**src/rtl/cacheline_adaptor.sv**
```systemverilog
// Cache-line to DRAM burst adaptor: serves one 256-bit line read or write
// as a 4-beat, 64-bit burst and answers the cache with a one-cycle resp_o.
module cacheline_adaptor #(
   parameter int LINE_WIDTH  = 256,
   parameter int BURST_WIDTH = 64
) (
   input  logic                   clk,
   input  logic                   rst,
   input  logic [LINE_WIDTH-1:0]  line_i,
   output logic [LINE_WIDTH-1:0]  line_o,
   input  logic [31:0]            address_i,
   input  logic                   read_i,
   input  logic                   write_i,
   output logic                   resp_o,
   input  logic [BURST_WIDTH-1:0] burst_i,
   output logic [BURST_WIDTH-1:0] burst_o,
   output logic [31:0]            address_o,
   output logic                   read_o,
   output logic                   write_o,
   input  logic                   resp_i
);

   localparam int BEATS = LINE_WIDTH / BURST_WIDTH;
   localparam int CW    = $clog2(BEATS);
   localparam logic [CW-1:0] LAST_BEAT = CW'(BEATS - 1);

   typedef enum logic [1:0] {IDLE, READ, WRITE, DONE} state_t;

   state_t                              state;
   logic [CW-1:0]                       count;
   logic [BEATS-1:0][BURST_WIDTH-1:0]   buffer;
   logic [BEATS-1:0][BURST_WIDTH-1:0]   read_line;

   // Line as it will look once the incoming read beat is merged in; lets
   // line_o be valid in the same cycle resp_o rises.
   // NOTE: every always_comb output gets a full default first, so no path
   // leaves it unassigned and no latch is inferred.
   always_comb begin
      read_line        = buffer;
      read_line[count] = burst_i;
   end

   // NOTE: state uses non-blocking assignments only, so every register sees
   // the pre-edge value of every other register regardless of statement order.
   // NOTE: the line buffer is reset like any other register because a reset
   // must leave no stale line data visible on burst_o or line_o.
   always_ff @(posedge clk or negedge rst) begin
      if (!rst) begin
         state     <= IDLE;
         count     <= '0;
         buffer    <= '0;
         line_o    <= '0;
         address_o <= '0;
      end else begin
         case (state)
            IDLE: begin
               count <= '0;
               if (read_i) begin
                  address_o <= address_i & 32'hFFFF_FFE0;
                  state     <= READ;
               end else if (write_i) begin
                  address_o <= address_i & 32'hFFFF_FFE0;
                  buffer    <= line_i;
                  state     <= WRITE;
               end
            end
            READ: begin
               if (resp_i) begin
                  buffer <= read_line;
                  count  <= count + 1'b1;
                  if (count == LAST_BEAT) begin
                     line_o <= read_line;
                     state  <= DONE;
                  end
               end
            end
            WRITE: begin
               if (resp_i) begin
                  count <= count + 1'b1;
                  if (count == LAST_BEAT) state <= DONE;
               end
            end
            DONE:    state <= IDLE;
            default: state <= IDLE;
         endcase
      end
   end

   // Handshake outputs decode straight from the state register.
   assign read_o  = (state == READ);
   assign write_o = (state == WRITE);
   assign resp_o  = (state == DONE);
   assign burst_o = buffer[count];

endmodule
```
**config.mk**
```make
export PLATFORM = sky130hd
export DESIGN_NAME = cacheline_adaptor
export DESIGN_NICKNAME = d
export VERILOG_FILES = /design/src/rtl/cacheline_adaptor.sv
export SDC_FILE = /design/constraint.sdc
export NUM_CORES = 1
export LEC_CHECK = 0
export BUFFER_PORTS_ARGS = -buffer_cell sky130_fd_sc_hd__buf_2
export CAP_MARGIN = 20
export CORE_AREA = 3 3 275 277
export CTS_CLUSTER_DIAMETER = 40
export DETAILED_ROUTE_END_ITERATION = 12
export DIE_AREA = 0 0 278 280
export HOLD_SLACK_MARGIN = 0.03
export PLACE_DENSITY_LB_ADDON = 0.05
export SYNTH_ARGS = -nofsm -noshare
export SYNTH_HDL_FRONTEND = slang
export SYNTH_SLANG_ARGS = --single-unit
```
**constraint.sdc**
```tcl
create_clock -name clk -period 2.6 [get_ports clk]
set_input_delay 0.26 -clock clk [delete_from_list [all_inputs] [get_ports clk]]
set_output_delay 0.26 -clock clk [all_outputs]
set_load 0.1 [all_outputs]
```
* Word-level counts from Yosys, hierarchy flattened
Index checks and enable logic that the tools add are counted.
Storage, ports and cells: flip-flop bits (word level) 548, output and inout bits 355
Operators by class: equal/unequal tests 10, add/sub/neg operators 1, magnitude comparators 2, reductions and logical operators 11, multiplexer cells 18
Operators with widths (count):
- $mux 256 | 3
- $pmux 256 s2 | 1
- $bwmux 256 | 1
- $bmux 64 s2 | 1
- $demux 64 s2 | 1
- $mux 64 | 2
- $mux 32 | 2
- $mux 2 | 5
- $eq 2x2->1 const B | 3
- $ne 2x1->1 const B | 3
- $pmux 2 s3 | 1
- $reduce_and 3->1 | 2
- $reduce_bool 2->1 | 3
- $ne 2x2->1 const B | 2
- $pmux 2 s2 | 1
- $reduce_and 2->1 | 2
- $reduce_and 4->1 | 1
- $lt 2x3->1 const B | 1
- $ne 3x3->1 const B | 1
- $add 2x1->2 const B | 1
- $eq 2x1->1 const B | 1
- $ge 2x1->1 const B | 1
- $logic_not 2->1 | 1
- $reduce_or 2->1 | 1
- $logic_and 1x1->1 | 1

* Depth between registers and ports, before layout
depth in word-level cells 7, gate-level depth with buffers 10, gate-level depth less buffers 6

* Least setup slack after synthesis
OpenSTA, ideal clock, no wires.
path kind register to register, from register state[1], to register buffer[43] in the netlist's numbering, cell stages (with the launch flop) 10, path buffers 3, arrival 2441 ps, setup slack 33 ps, path through dfrtp_1 > inv_1 > ha_1 > mux2i_1 > a221o_1 > buf_2 > buf_2 > buf_1 > nand2_1 > nand3_1
On the way: cells in the longest elaborated chain, start to end 3, elaborated cells between the ends (all ways) 8, classes of those cells eq/ne (4); mux (1); reduce/logical (3)
Ends and longest elaborated chain:
- start, declared | RTL line 29 | state_t state;
- start signal, assigned | RTL line 49 | state <= IDLE;
- start signal, assigned | RTL line 60 | state <= READ;
- start signal, assigned | RTL line 64 | state <= WRITE;
- $eq 2x1->1 *
- named net read_o | RTL line 18 | output logic read_o,
- $ne 2x1->1 (no line) / $reduce_bool 2->1 (equally long branches)
- $reduce_and 4->1 (no line)
- end signal, assigned | RTL line 63 | buffer <= line_i;
- end signal, assigned | RTL line 69 | buffer <= read_line;
- end, declared | RTL line 31 | logic [BEATS-1:0][BURST_WIDTH-1:0] buffer;
Mark *: on every way through the listed nets, which the timed path passes. The rest lies on a longest branch. A chain may end at the register's enable or synchronous reset.

* Worst setup path after layout
from register count[0], to output burst_o[28]
On the way: cells in the longest elaborated chain, start to end 2
Ends and longest elaborated chain:
- start, declared | RTL line 30 | logic [CW-1:0] count;
- start signal, assigned | RTL line 70 | count <= count + 1'b1;
- start signal, assigned | RTL line 79 | count <= count + 1'b1;
- $bmux 64 s2 | RTL line 93 | assign burst_o = buffer[count];
- $mux 64 (implied by the code) | RTL line 93
- end, declared | RTL line 16 | output logic [BURST_WIDTH-1:0] burst_o,
No other way between the ends. The select of a mux whose other input is x is not followed.

==> impl_metrics.env <==
export IMPL_status="complete, no violations"
export IMPL_finalCritPeriodShare_pct=98.0
export IMPL_final_cell_area_mm2=0.0402
export IMPL_cts_tree="built"
export IMPL_crit_path_top_delay_cell="mux4_2"
export IMPL_vias=26407
export IMPL_fin_worst_hold_slack_ps=77.3
export IMPL_critPathKind="reg2out"
export IMPL_max_cap_violations=0
export IMPL_grtUsageTotal_pct=29.2
export IMPL_drc_errors=0
export IMPL_clock_sinks=543
export IMPL_clock_skew_final_ps=20.1
export IMPL_vias_per_cell=5.68
export IMPL_worst_slew_pin_slew_ps=994
export IMPL_ys_warn_count=0
export IMPL_place_area_mm2=0.0326
export IMPL_grt_overflow=0
export IMPL_layout_min_cycle_time_ps=2550
export IMPL_cts_root_buf="clkbuf_16"
export IMPL_dp_hpwl_um=74000
export IMPL_layout_setup_ws_ps=52.9
export IMPL_rows=99
export IMPL_netlist_area_mm2=0.0278
export IMPL_gp_congestion=0.842
export IMPL_cts_clk_slew_worst_paths_ps=50
export IMPL_dp_slack_ps=278
export IMPL_synth_cell_types=29
export IMPL_drive_gt1_share_pct=31.5
export IMPL_setup_viol=0
export IMPL_synth_cells=2669
export IMPL_cts_buffer_depth=3
export IMPL_dr_pass1_iters=7
export IMPL_fmax_mhz=393
export IMPL_cp_required_ps=2340
export IMPL_antenna_left=0
export IMPL_dieArea_mm2=0.0778
export IMPL_hold_violations=0
export IMPL_first_global_vias=27295
export IMPL_end_kind="primary output"
export IMPL_io_pins=712
export IMPL_grt_setup_unrepaired="yes"
export IMPL_syn2layout_area_growth_pct=44.9
export IMPL_start_util_pct=38.0
export IMPL_core_area_mm2=0.0731
export IMPL_startpoint_type="flop"
export IMPL_antenna_found_initial=7
export IMPL_grt_max_degree=165
export IMPL_min_path_type="in2reg"
export IMPL_avgSynthCellArea_um2=10.4
export IMPL_critPathArrivalTime_ps=2290
export IMPL_cts_htree_levels=3
export IMPL_seq_area_frac_synth_pct=49.0
export IMPL_fin_setup_tns_ps=0
export IMPL_clock_latency_ps=650
export IMPL_die_height_um=280
export IMPL_ys_seq_elements=543
export IMPL_fin_nets=3965
export IMPL_maxSlewViolCount=0
export IMPL_critPathMaxFanout=21
export IMPL_relSlewSlack_pct=33.5
export IMPL_grt_first_pass_wirelength_um=174000
export IMPL_cts_inserted_buffers=104
export IMPL_dieWidth_um=278
export IMPL_drt_iter0_markers=2333
export IMPL_numPortBuffers=701
export IMPL_drt_wirelength_per_cell_um=25.1
export IMPL_crit_chain="buf_16, mux4_2, buf_6"
export IMPL_wl_um=117000
export IMPL_critical_path_max_stage_delay_ps=580
[path summary, 6_finish.rpt]
check	slack (ps)	end	startpoint	cells past startpoint
setup reg to reg	210	line_o[223]	count[0]	6
max in group asynchronous	1390	line_o[27]	rst	4
hold / removal	80	line_o[51]	burst_i[51]	3
hold reg to reg	470	line_o[116]	line_o[116]	2
setup / recovery	50	burst_o[28]	count[0]	3
min in group asynchronous	190	line_o[198]	rst	2
[per-stage QoR]
stage,std cells,util [%]
floorplan,2673,-
global placement,4102,44.6
detailed placement,4102,44.6
CTS,4647,54.8
global route,4650,55.0
finish,4651,55.0
[layout by cell type (no fill, tap or decap), types with 64 or more instances in the layout]
master and instances:
nand3_1 255, o21ai_0 196, dfrtp_1 541, mux4_2 64, dlygate4sd3_1 346, a32oi_1 255, buf_4 69, nand2_1 452
clkbuf_16 105, mux2i_1 193, nand3b_1 255, buf_2 636, mux2_2 91
[sequential cells by signal (all words and copies together), names as in the netlist]
name and count:
address_o 27, buffer 256, count 2, line_o 256, state 2
[cell type report]
class	count	area (µm²)
fill	6357	32900
sequential	543	13600
multi-input combinational	1799	12900
timing repair buffer	1145	8720
clock buffer	123	2830
tap	959	1200
clock inverter	73	920
inverter	5	18.8
antenna	4	10.0
[cell usage after synthesis]
master / number / area (µm²)
buf_1: 78 / 293
nand3b_1: 255 / 1910
nor2b_1: 5 / 31.3
inv_1: 5 / 18.8
a32oi_1: 255 / 2230
and2_1: 4 / 25.0
clkbuf_1: 143 / 537
nand3_1: 255 / 1280
o21ai_1: 1 / 5.00
ha_1: 10 / 125
a22oi_1: 1 / 7.51
a221o_1: 1 / 10.0
buf_4: 5 / 37.5
a21oi_1: 1 / 5.00
nand2b_1: 1 / 6.26
o21ai_0: 196 / 981
mux4_2: 64 / 1440
xor2_1: 1 / 8.76
a31oi_1: 1 / 6.26
mux2_2: 91 / 1020
nor2_1: 2 / 7.51
dfrtp_1: 543 / 13600
nand2_1: 453 / 1700
a221oi_2: 1 / 15.0
mux2i_1: 193 / 1930
conb_1: 1 / 3.75
o211ai_1: 1 / 7.51
o31ai_1: 2 / 15.0
buf_2: 100 / 500
[worst max-delay path, delay by kind of cell, from the launching register on]
family / cells / cell delay, ps
flops: 1 / 550
mux: 1 / 580
buf+inv: 2 / 500
[metal layers]
layer,up-vias,track usage [%],routed length [µm]
met2,1154,49.0,56400
met3,253,5.93,8400
met1,13308,37.3,47300
met5,-,0,38
li1,11686,-,-
met4,6,11.2,4480
[cell families after synthesis]
kind of cell	after synthesis	synth area share, %
simple gates	975	17.9
flops	543	49.0
compound gates	460	11.8
mux	348	15.8
buf+inv	331	4.99
fa+ha+maj	10	0.451
other cells	1	0.0135
xor+xnor	1	0.0316
[timing repair]
item	CTS	global route
hold endpoints to repair	514	0
gates resized for setup	68	53
setup endpoints to repair	64	41
hold buffers	346	0
cloned	2	0
setup buffers	1	0
Power is left out: the tool's default activity adds up to more than one toggle a clock period on the data nets, which glitch-free logic cannot reach.
